File: src/rtl/fpmul_arbiter_pkg.sv
// fpmul_arb_pkg: shared types and helpers for the multiplier arbiter.
//   arb_state_e : arbiter FSM encoding (IDLE, ISSUE, WAIT, RESP)
//   idx_width() : width of a requester index for a given requester count
package fpmul_arb_pkg;

  typedef enum logic [1:0] {
    IDLE  = 2'd0,
    ISSUE = 2'd1,
    WAIT  = 2'd2,
    RESP  = 2'd3
  } arb_state_e;

  // A single requester still needs a one-bit index.
  function automatic int idx_width(input int n);
    return (n > 1) ? $clog2(n) : 1;
  endfunction

endpackage

File: src/rtl/fpmul_arbiter_if.sv
// fpmul_arbiter_if: requester and multiplier val/rdy channels of the arbiter.
//   req_*  : per-requester operand channel (val/rdy, a, b)
//   resp_* : per-requester product channel (val/rdy, shared c)
//   mul_*  : snd/rcv channels towards the single shared multiplier
// Modports: slave = the arbiter, master = requesters plus multiplier.
interface fpmul_arbiter_if #(
  parameter int NREQ = 4,
  parameter int N    = 32
);
  logic [NREQ-1:0]        req_val;
  logic [NREQ-1:0]        req_rdy;
  logic [NREQ-1:0][N-1:0] req_a;
  logic [NREQ-1:0][N-1:0] req_b;
  logic [NREQ-1:0]        resp_val;
  logic [NREQ-1:0]        resp_rdy;
  logic [N-1:0]           resp_c;
  logic                   mul_snd_val;
  logic                   mul_snd_rdy;
  logic [N-1:0]           mul_a;
  logic [N-1:0]           mul_b;
  logic                   mul_rcv_val;
  logic                   mul_rcv_rdy;
  logic [N-1:0]           mul_c;

  modport slave (
    input  req_val, req_a, req_b, resp_rdy, mul_snd_rdy, mul_rcv_val, mul_c,
    output req_rdy, resp_val, resp_c, mul_snd_val, mul_a, mul_b, mul_rcv_rdy
  );

  modport master (
    output req_val, req_a, req_b, resp_rdy, mul_snd_rdy, mul_rcv_val, mul_c,
    input  req_rdy, resp_val, resp_c, mul_snd_val, mul_a, mul_b, mul_rcv_rdy
  );
endinterface

File: src/rtl/fpmul_arbiter_rr_picker.sv
// rr_picker: combinational round-robin selector.
//   req : request vector
//   ptr : highest-priority index this round
//   gnt : one-hot grant, idx : binary index of grant, any : some request present
module rr_picker #(
  parameter int NREQ = 4,
  parameter int IW   = 2
) (
  input  logic [NREQ-1:0] req,
  input  logic [IW-1:0]   ptr,
  output logic [NREQ-1:0] gnt,
  output logic [IW-1:0]   idx,
  output logic            any
);

  always_comb begin
    int j;
    j   = 0;
    gnt = '0;
    idx = '0;
    any = 1'b0;
    // Walk from the farthest offset down to ptr itself so the nearest
    // requester above ptr (with wrap) is the last one written and wins.
    for (int k = NREQ - 1; k >= 0; k--) begin
      j = int'(ptr) + k;
      if (j >= NREQ) j = j - NREQ;
      if (req[IW'(j)]) begin
        idx = IW'(j);
        any = 1'b1;
      end
    end
    if (any) gnt[idx] = 1'b1;
  end

endmodule

File: src/rtl/fpmul_arbiter.sv
// fpmul_arbiter: shares one iterative fixed-point multiplier between NREQ
// requesters, one transaction in flight at a time, round-robin order.
//   clk, reset : clock and asynchronous active-high reset
//   bus        : requester req/resp channels and multiplier snd/rcv channels
//   grant_id   : index of the current or most recent grant (debug)
//   busy       : high whenever the FSM is outside IDLE
//
// state | meaning
// IDLE  | pick next requester; also drains stale multiplier results
// ISSUE | present latched operands to the multiplier
// WAIT  | wait for the multiplier result
// RESP  | present product to the granted requester
module fpmul_arbiter
  import fpmul_arb_pkg::*;
#(
  parameter int NREQ = 4,
  parameter int N    = 32,
  parameter int D    = 16,
  localparam int IW  = idx_width(NREQ)
) (
  input  logic           clk,
  input  logic           reset,
  fpmul_arbiter_if.slave bus,
  output logic [IW-1:0]  grant_id,
  output logic           busy
);

  localparam logic [1:0] S_IDLE  = IDLE;
  localparam logic [1:0] S_ISSUE = ISSUE;
  localparam logic [1:0] S_WAIT  = WAIT;
  localparam logic [1:0] S_RESP  = RESP;

  // D only describes the multiplier's number format; reject impossible values.
  if (D >= N) begin : g_bad_frac
    $error("fpmul_arbiter: D must be smaller than N");
  end

  logic [1:0]      state;
  logic [IW-1:0]   rr_ptr;
  logic [N-1:0]    op_a;
  logic [N-1:0]    op_b;
  logic [N-1:0]    res_c;
  logic [NREQ-1:0] pick_gnt;
  logic [IW-1:0]   pick_idx;
  logic            pick_any;

  rr_picker #(
    .NREQ (NREQ),
    .IW   (IW)
  ) u_picker (
    .req (bus.req_val),
    .ptr (rr_ptr),
    .gnt (pick_gnt),
    .idx (pick_idx),
    .any (pick_any)
  );

  assign bus.req_rdy     = (state == S_IDLE) ? pick_gnt : '0;
  assign bus.mul_snd_val = (state == S_ISSUE);
  assign bus.mul_a       = op_a;
  assign bus.mul_b       = op_b;
  // Ready in IDLE too, so a result orphaned by a reset gets swallowed.
  assign bus.mul_rcv_rdy = (state == S_IDLE) || (state == S_WAIT);
  assign bus.resp_c      = res_c;
  assign busy            = (state != S_IDLE);

  always_comb begin
    bus.resp_val           = '0;
    bus.resp_val[grant_id] = (state == S_RESP);
  end

  always_ff @(posedge clk or posedge reset) begin
    if (reset) begin
      state    <= S_IDLE;
      rr_ptr   <= '0;
      grant_id <= '0;
      op_a     <= '0;
      op_b     <= '0;
      res_c    <= '0;
    end else begin
      case (state)
        S_IDLE: begin
          if (pick_any) begin
            op_a     <= bus.req_a[pick_idx];
            op_b     <= bus.req_b[pick_idx];
            grant_id <= pick_idx;
            state    <= S_ISSUE;
          end
        end
        S_ISSUE: begin
          if (bus.mul_snd_rdy) state <= S_WAIT;
        end
        S_WAIT: begin
          if (bus.mul_rcv_val) begin
            res_c <= bus.mul_c;
            state <= S_RESP;
          end
        end
        S_RESP: begin
          // Pointer moves only once the product is delivered.
          if (bus.resp_rdy[grant_id]) begin
            rr_ptr <= (grant_id == IW'(NREQ - 1)) ? '0 : grant_id + 1'b1;
            state  <= S_IDLE;
          end
        end
        default: state <= S_IDLE;
      endcase
    end
  end

endmodule

File: src/flat_wrapper.sv
// flat-port wrapper written by rule: the top's interface ports become plain ports
module fpmul_arbiter_flat import fpmul_arb_pkg::*;
#(
  parameter int NREQ = 4,
  parameter int N    = 32,
  parameter int D    = 16,
  localparam int IW  = idx_width(NREQ)
)
  (clk, reset, grant_id, busy, bus_req_val, bus_req_a, bus_req_b, bus_resp_rdy, bus_mul_snd_rdy, bus_mul_rcv_val, bus_mul_c, bus_req_rdy, bus_resp_val, bus_resp_c, bus_mul_snd_val, bus_mul_a, bus_mul_b, bus_mul_rcv_rdy);
  fpmul_arbiter_if #(.NREQ(NREQ), .N(N)) bus_i ();
  input  logic clk;
  input  logic reset;
  output logic [IW-1:0] grant_id;
  output logic busy;
  input wire logic [$bits(bus_i.req_val)-1:0] bus_req_val;
  input wire logic [$bits(bus_i.req_a)-1:0] bus_req_a;
  input wire logic [$bits(bus_i.req_b)-1:0] bus_req_b;
  input wire logic [$bits(bus_i.resp_rdy)-1:0] bus_resp_rdy;
  input wire logic [$bits(bus_i.mul_snd_rdy)-1:0] bus_mul_snd_rdy;
  input wire logic [$bits(bus_i.mul_rcv_val)-1:0] bus_mul_rcv_val;
  input wire logic [$bits(bus_i.mul_c)-1:0] bus_mul_c;
  output wire logic [$bits(bus_i.req_rdy)-1:0] bus_req_rdy;
  output wire logic [$bits(bus_i.resp_val)-1:0] bus_resp_val;
  output wire logic [$bits(bus_i.resp_c)-1:0] bus_resp_c;
  output wire logic [$bits(bus_i.mul_snd_val)-1:0] bus_mul_snd_val;
  output wire logic [$bits(bus_i.mul_a)-1:0] bus_mul_a;
  output wire logic [$bits(bus_i.mul_b)-1:0] bus_mul_b;
  output wire logic [$bits(bus_i.mul_rcv_rdy)-1:0] bus_mul_rcv_rdy;
  assign bus_i.req_val = bus_req_val;
  assign bus_i.req_a = bus_req_a;
  assign bus_i.req_b = bus_req_b;
  assign bus_i.resp_rdy = bus_resp_rdy;
  assign bus_i.mul_snd_rdy = bus_mul_snd_rdy;
  assign bus_i.mul_rcv_val = bus_mul_rcv_val;
  assign bus_i.mul_c = bus_mul_c;
  assign bus_req_rdy = bus_i.req_rdy;
  assign bus_resp_val = bus_i.resp_val;
  assign bus_resp_c = bus_i.resp_c;
  assign bus_mul_snd_val = bus_i.mul_snd_val;
  assign bus_mul_a = bus_i.mul_a;
  assign bus_mul_b = bus_i.mul_b;
  assign bus_mul_rcv_rdy = bus_i.mul_rcv_rdy;
  fpmul_arbiter #(.NREQ(NREQ), .N(N), .D(D)) u_core (.clk(clk), .reset(reset), .bus(bus_i), .grant_id(grant_id), .busy(busy));
endmodule
File: config.mk
export PLATFORM = sky130hd
export DESIGN_NAME = fpmul_arbiter_flat
export DESIGN_NICKNAME = d
export VERILOG_FILES = /design/src/rtl/fpmul_arbiter_pkg.sv /design/src/rtl/fpmul_arbiter_if.sv /design/src/rtl/fpmul_arbiter_rr_picker.sv /design/src/rtl/fpmul_arbiter.sv /design/src/flat_wrapper.sv
export SDC_FILE = /design/constraint.sdc
export NUM_CORES = 1
export LEC_CHECK = 0
export BUFFER_PORTS_ARGS = -buffer_cell sky130_fd_sc_hd__buf_2
export CORE_AREA = 8 8 152 154
export DETAILED_ROUTE_END_ITERATION = 8
export DIE_AREA = 0 0 160 162
export GPL_TIMING_DRIVEN = 0
export HOLD_SLACK_MARGIN = 0.06
export PLACE_DENSITY_LB_ADDON = 0.25
export SYNTH_ARGS = -nofsm -noshare
export SYNTH_HDL_FRONTEND = slang
export SYNTH_SLANG_ARGS = --single-unit
File: constraint.sdc
create_clock -name clk -period 3.5 [get_ports clk]
set_clock_uncertainty 0.05 [all_clocks]
set_input_delay 0.175 -clock clk [delete_from_list [all_inputs] [get_ports clk]]
set_output_delay 0.175 -clock clk [all_outputs]
set_load 0.05 [all_outputs]
==> metrics.txt <==
WL final between 20000 and 30000 microns; Final nets around 1300; Critical Path End Type output port; share of layout cells above drive strength 1 approximately 46%; Core ar. 20690 sq um; period utilization a little under 90%; number of port buffers just over 400; Reg clk slew, reported paths around 0.08 ns; outcome complete, no violations; Clock Power Share 11.6%; Fin. Hold Viols 0; Vias per Instance roughly 5.1; flops & latches, synth between 100 and 150; post-layout util 43.41%; synth top area cells dfrtp_1 43%, mux2_1 12%, a221o_1 11%; CTS tree built; Finish-stage setup viols 0; worst path buffer plus inverter count 1; Worst-Skew Late Latency about 0.35 ns; largest family of logic cells by synthesized area compound AO/OA/AOI/OAI gates; CP max-delay cell o22ai_1; Post-Synthesis Cell Area just under 6000 sq um; Post-DP HPWL approximately 21000 microns; Net Sw Frac 54.28%; pwr/cell area between 900 and 1000 nW/um^2; Seq/Total Area, Yosys a little over two fifths; WL/cell slightly above 20 microns; RSZ-0062 raised after global routing false; number of iterations in the first detailed-routing pass 5; total track usage about a fifth; Setup Fix Bufs, Post-CTS 0; Setup WS pre-CTS approximately 0.86 ns; Adder-Cell Fraction of Synth Area about 1.7%; simple-gate share of the synthesized area just under 8%; Clock Tree Buf Depth 2; Worst Setup Start Kind flip-flop; die span in y about 160 microns; Core Rows 53; static leakage roughly 4.4 nW; top post-synthesis cells by count 102 x dfrtp_1, 65 x a221o_1, 65 x nand3_1, 65 x o21ai_0; CTS Hold Buffers Added 33; Synthesized Nets 882; fin crit period just over 3 ns; Synth Flop Type dfrtp_1; Num CTS Buffers 9; # DRC 0; xor-xnor portion of the synthesized cell area 0%; final global-route overflow total 0; initial DRC count 359; initial antenna violation count 2; worst reg-to-reg path cell count 6; Slew HR 7.127%; kind of critical path reg -> out; Top Ports ~400; PostCTS Resize Cnt 0; Int Pwr ~3.9 mW; Worst EP arrival between 2 and 3 ns; Crit path largest cell delay ~1.0 ns; worst hold path class in -> reg; Synth Instances ~570; area grow syn2layout 51.14%; Antenna Nets Post-Route 0; area leader, netlist dfrtp_1; Synth Area per Inst just over 10 sq um; PnR worst setup slack between 0.4 and 0.5 ns; worst path cell trace mux2i_1 -> o22ai_1 -> nor2_1 -> nor3_1 -> buf_2; hold path depth 3; Gate power share approximately 64%; number of global-route vias before repair just under 7000; Post-synth EDFFs 0; cell count along the critical path 5; max-cap check violation count 0; multiplexer share of the synthesized area between 10% and 20%; vias approximately 6600; Seq pwr share ~24%; largest net degree at the start of global routing 62; Root Buffer clkbuf_16; slew at the pin closest to its max-slew limit around 1.4 ns; CTS sink count around 100; CTS H-Tree Depth 3; GPL Wtd Cong about 0.81; top-count cell post-synth dfrtp_1; area share of the largest cell type after synthesis 42.95%; Die ar. roughly 26000 sq um; CP required 3.27 ns; first-pass GRT wire length roughly 40000 microns; CP delay by family, top compound AO/OA/AOI/OAI gates; Max Fclk around 330 MHz; Worst Path Max Fanout 8; synth unique cells 36; effective utilization at floorplan between 20% and 30%; yosys warns 0; Synth Area in Compound Gates 23.56%; Slew Viols, Final 0; maximum vdd drop 0.0004479 V; width of the die about 160 microns; async set-or-reset flop fraction in the synthesized netlist between 90% and 100%; Net Switching 4.675 mW
-- layout make-up --
type                    instances  area [sq um]
inverters                      10         40.04
plain buffers                  56         262.8
repair buffers                442          2400
multi-input cells             406          3090
clock inverters                 7         62.56
well taps                     275         344.1
clock buffers                   9         225.2
flip-flops and latches        102          2552
diodes                          2         5.005
fillers                      2058         11710
-- worst reg2reg max path: stages (launching register included) --
cell and delay, ns:
dfrtp_1 0.47, mux2i_1 0.17, o22ai_1 1.04, clkbuf_1 0.41
o21ai_0 0.13, a21oi_1 0.19, a221o_1 0.15
-- layer usage --
| metal | global-route usage [%] | vias up | part of all wire [%] |
|---|---|---|---|
| met3 | 5.518 | 28 | 8.3 |
| met4 | 5.862 | 0 | 2.0 |
| met1 | 23.31 | 3130 | 40 |
| met5 | 0 | - | 0 |
| li1 | - | 3120 | - |
| met2 | 34.82 | 338 | 50 |
-- power groups by stage --
stage / Combinational, mW / Clock [mW] / Sequential [mW]
after floorplan: 2.09 / 0 / 3.99
after global placement: 5.48 / 0 / 2.09
after detailed placement: 5.52 / 0 / 2.10
after CTS: 5.56 / 1.04 / 2.09
after global routing: 5.87 / 1.08 / 2.17
final: 5.51 / 1.00 / 2.10
-- sequential cells by signal (all words and copies together), names as in the netlist --
name,cells
u_core.bus.mul_a,32
u_core.bus.mul_b,32
u_core.bus.resp_c,32
u_core.grant_id,2
u_core.rr_ptr,2
u_core.state,2
-- kinds of logic (layout without fill, tap and decap cells) --
logic type                 count (synthesis)  after routing
buffers and inverters                     66            524
AOI/OAI and AO/OA                        207            207
and+or+nand+nor                           92             92
adders and majority gates                  8              8
other                                      0              2
DFF                                      102            102
muxes                                     99             99
-- final timing paths --
check / start / endpoint / slack, ns
worst max register to register: u_core.rr_ptr[1] / u_core.bus.mul_a[13] / 0.84
worst max-delay path: u_core.rr_ptr[1] / bus_req_rdy[0] / 0.45
worst min-delay path: bus_req_b[123] / u_core.bus.mul_b[27] / 0.11
min in group asynchronous: reset / u_core.bus.resp_c[28] / 0.38
max in group asynchronous: reset / u_core.bus.mul_a[4] / 2.28
worst min register to register: u_core.bus.resp_c[30] / u_core.bus.resp_c[30] / 0.45
-- metrics by stage --
step | cells | total power, mW | setup TNS [ns] | hold WS, ns | instance area, sq um
2_1_floorplan | 574 | 6.088 | 0 | 0.2755 | 5943
3_3_place_gp | 1257 | 7.572 | -86.56 | 0.3602 | 8329
3_5_place_dp | 1258 | 7.627 | 0 | 0.2406 | 8359
4_1_cts | 1307 | 8.688 | 0 | 0.09406 | 8977
5_1_grt | 1309 | 9.117 | 0 | 0.1153 | 8982
6_report | 1309 | 8.612 | 0 | 0.1101 | 8982
-- cell usage in the layout (no fill, tap or decap), types with 2 or more instances in the layout --
cell,netlist,final
buf_2,3,411
dfrtp_1,102,102
a221o_1,65,65
nand3_1,65,65
o21ai_0,65,65
mux2_1,64,64
a21oi_1,64,64
clkbuf_1,43,43
mux2_2,33,33
dlygate4sd3_1,0,33
inv_1,10,9
clkbuf_16,0,9
ha_1,8,8
nor2_1,7,7
buf_6,6,6
nand2_1,6,6
and2_1,4,4
buf_1,3,3
diode_2,0,2
nand2b_1,2,2
o22a_1,2,2
nor2b_1,2,2
o22ai_1,2,2
o21ai_1,2,2
nor3_1,2,2
clkinv_4,0,2
inv_8,0,2
inv_6,0,2
(Power assumes the default switching activity.)
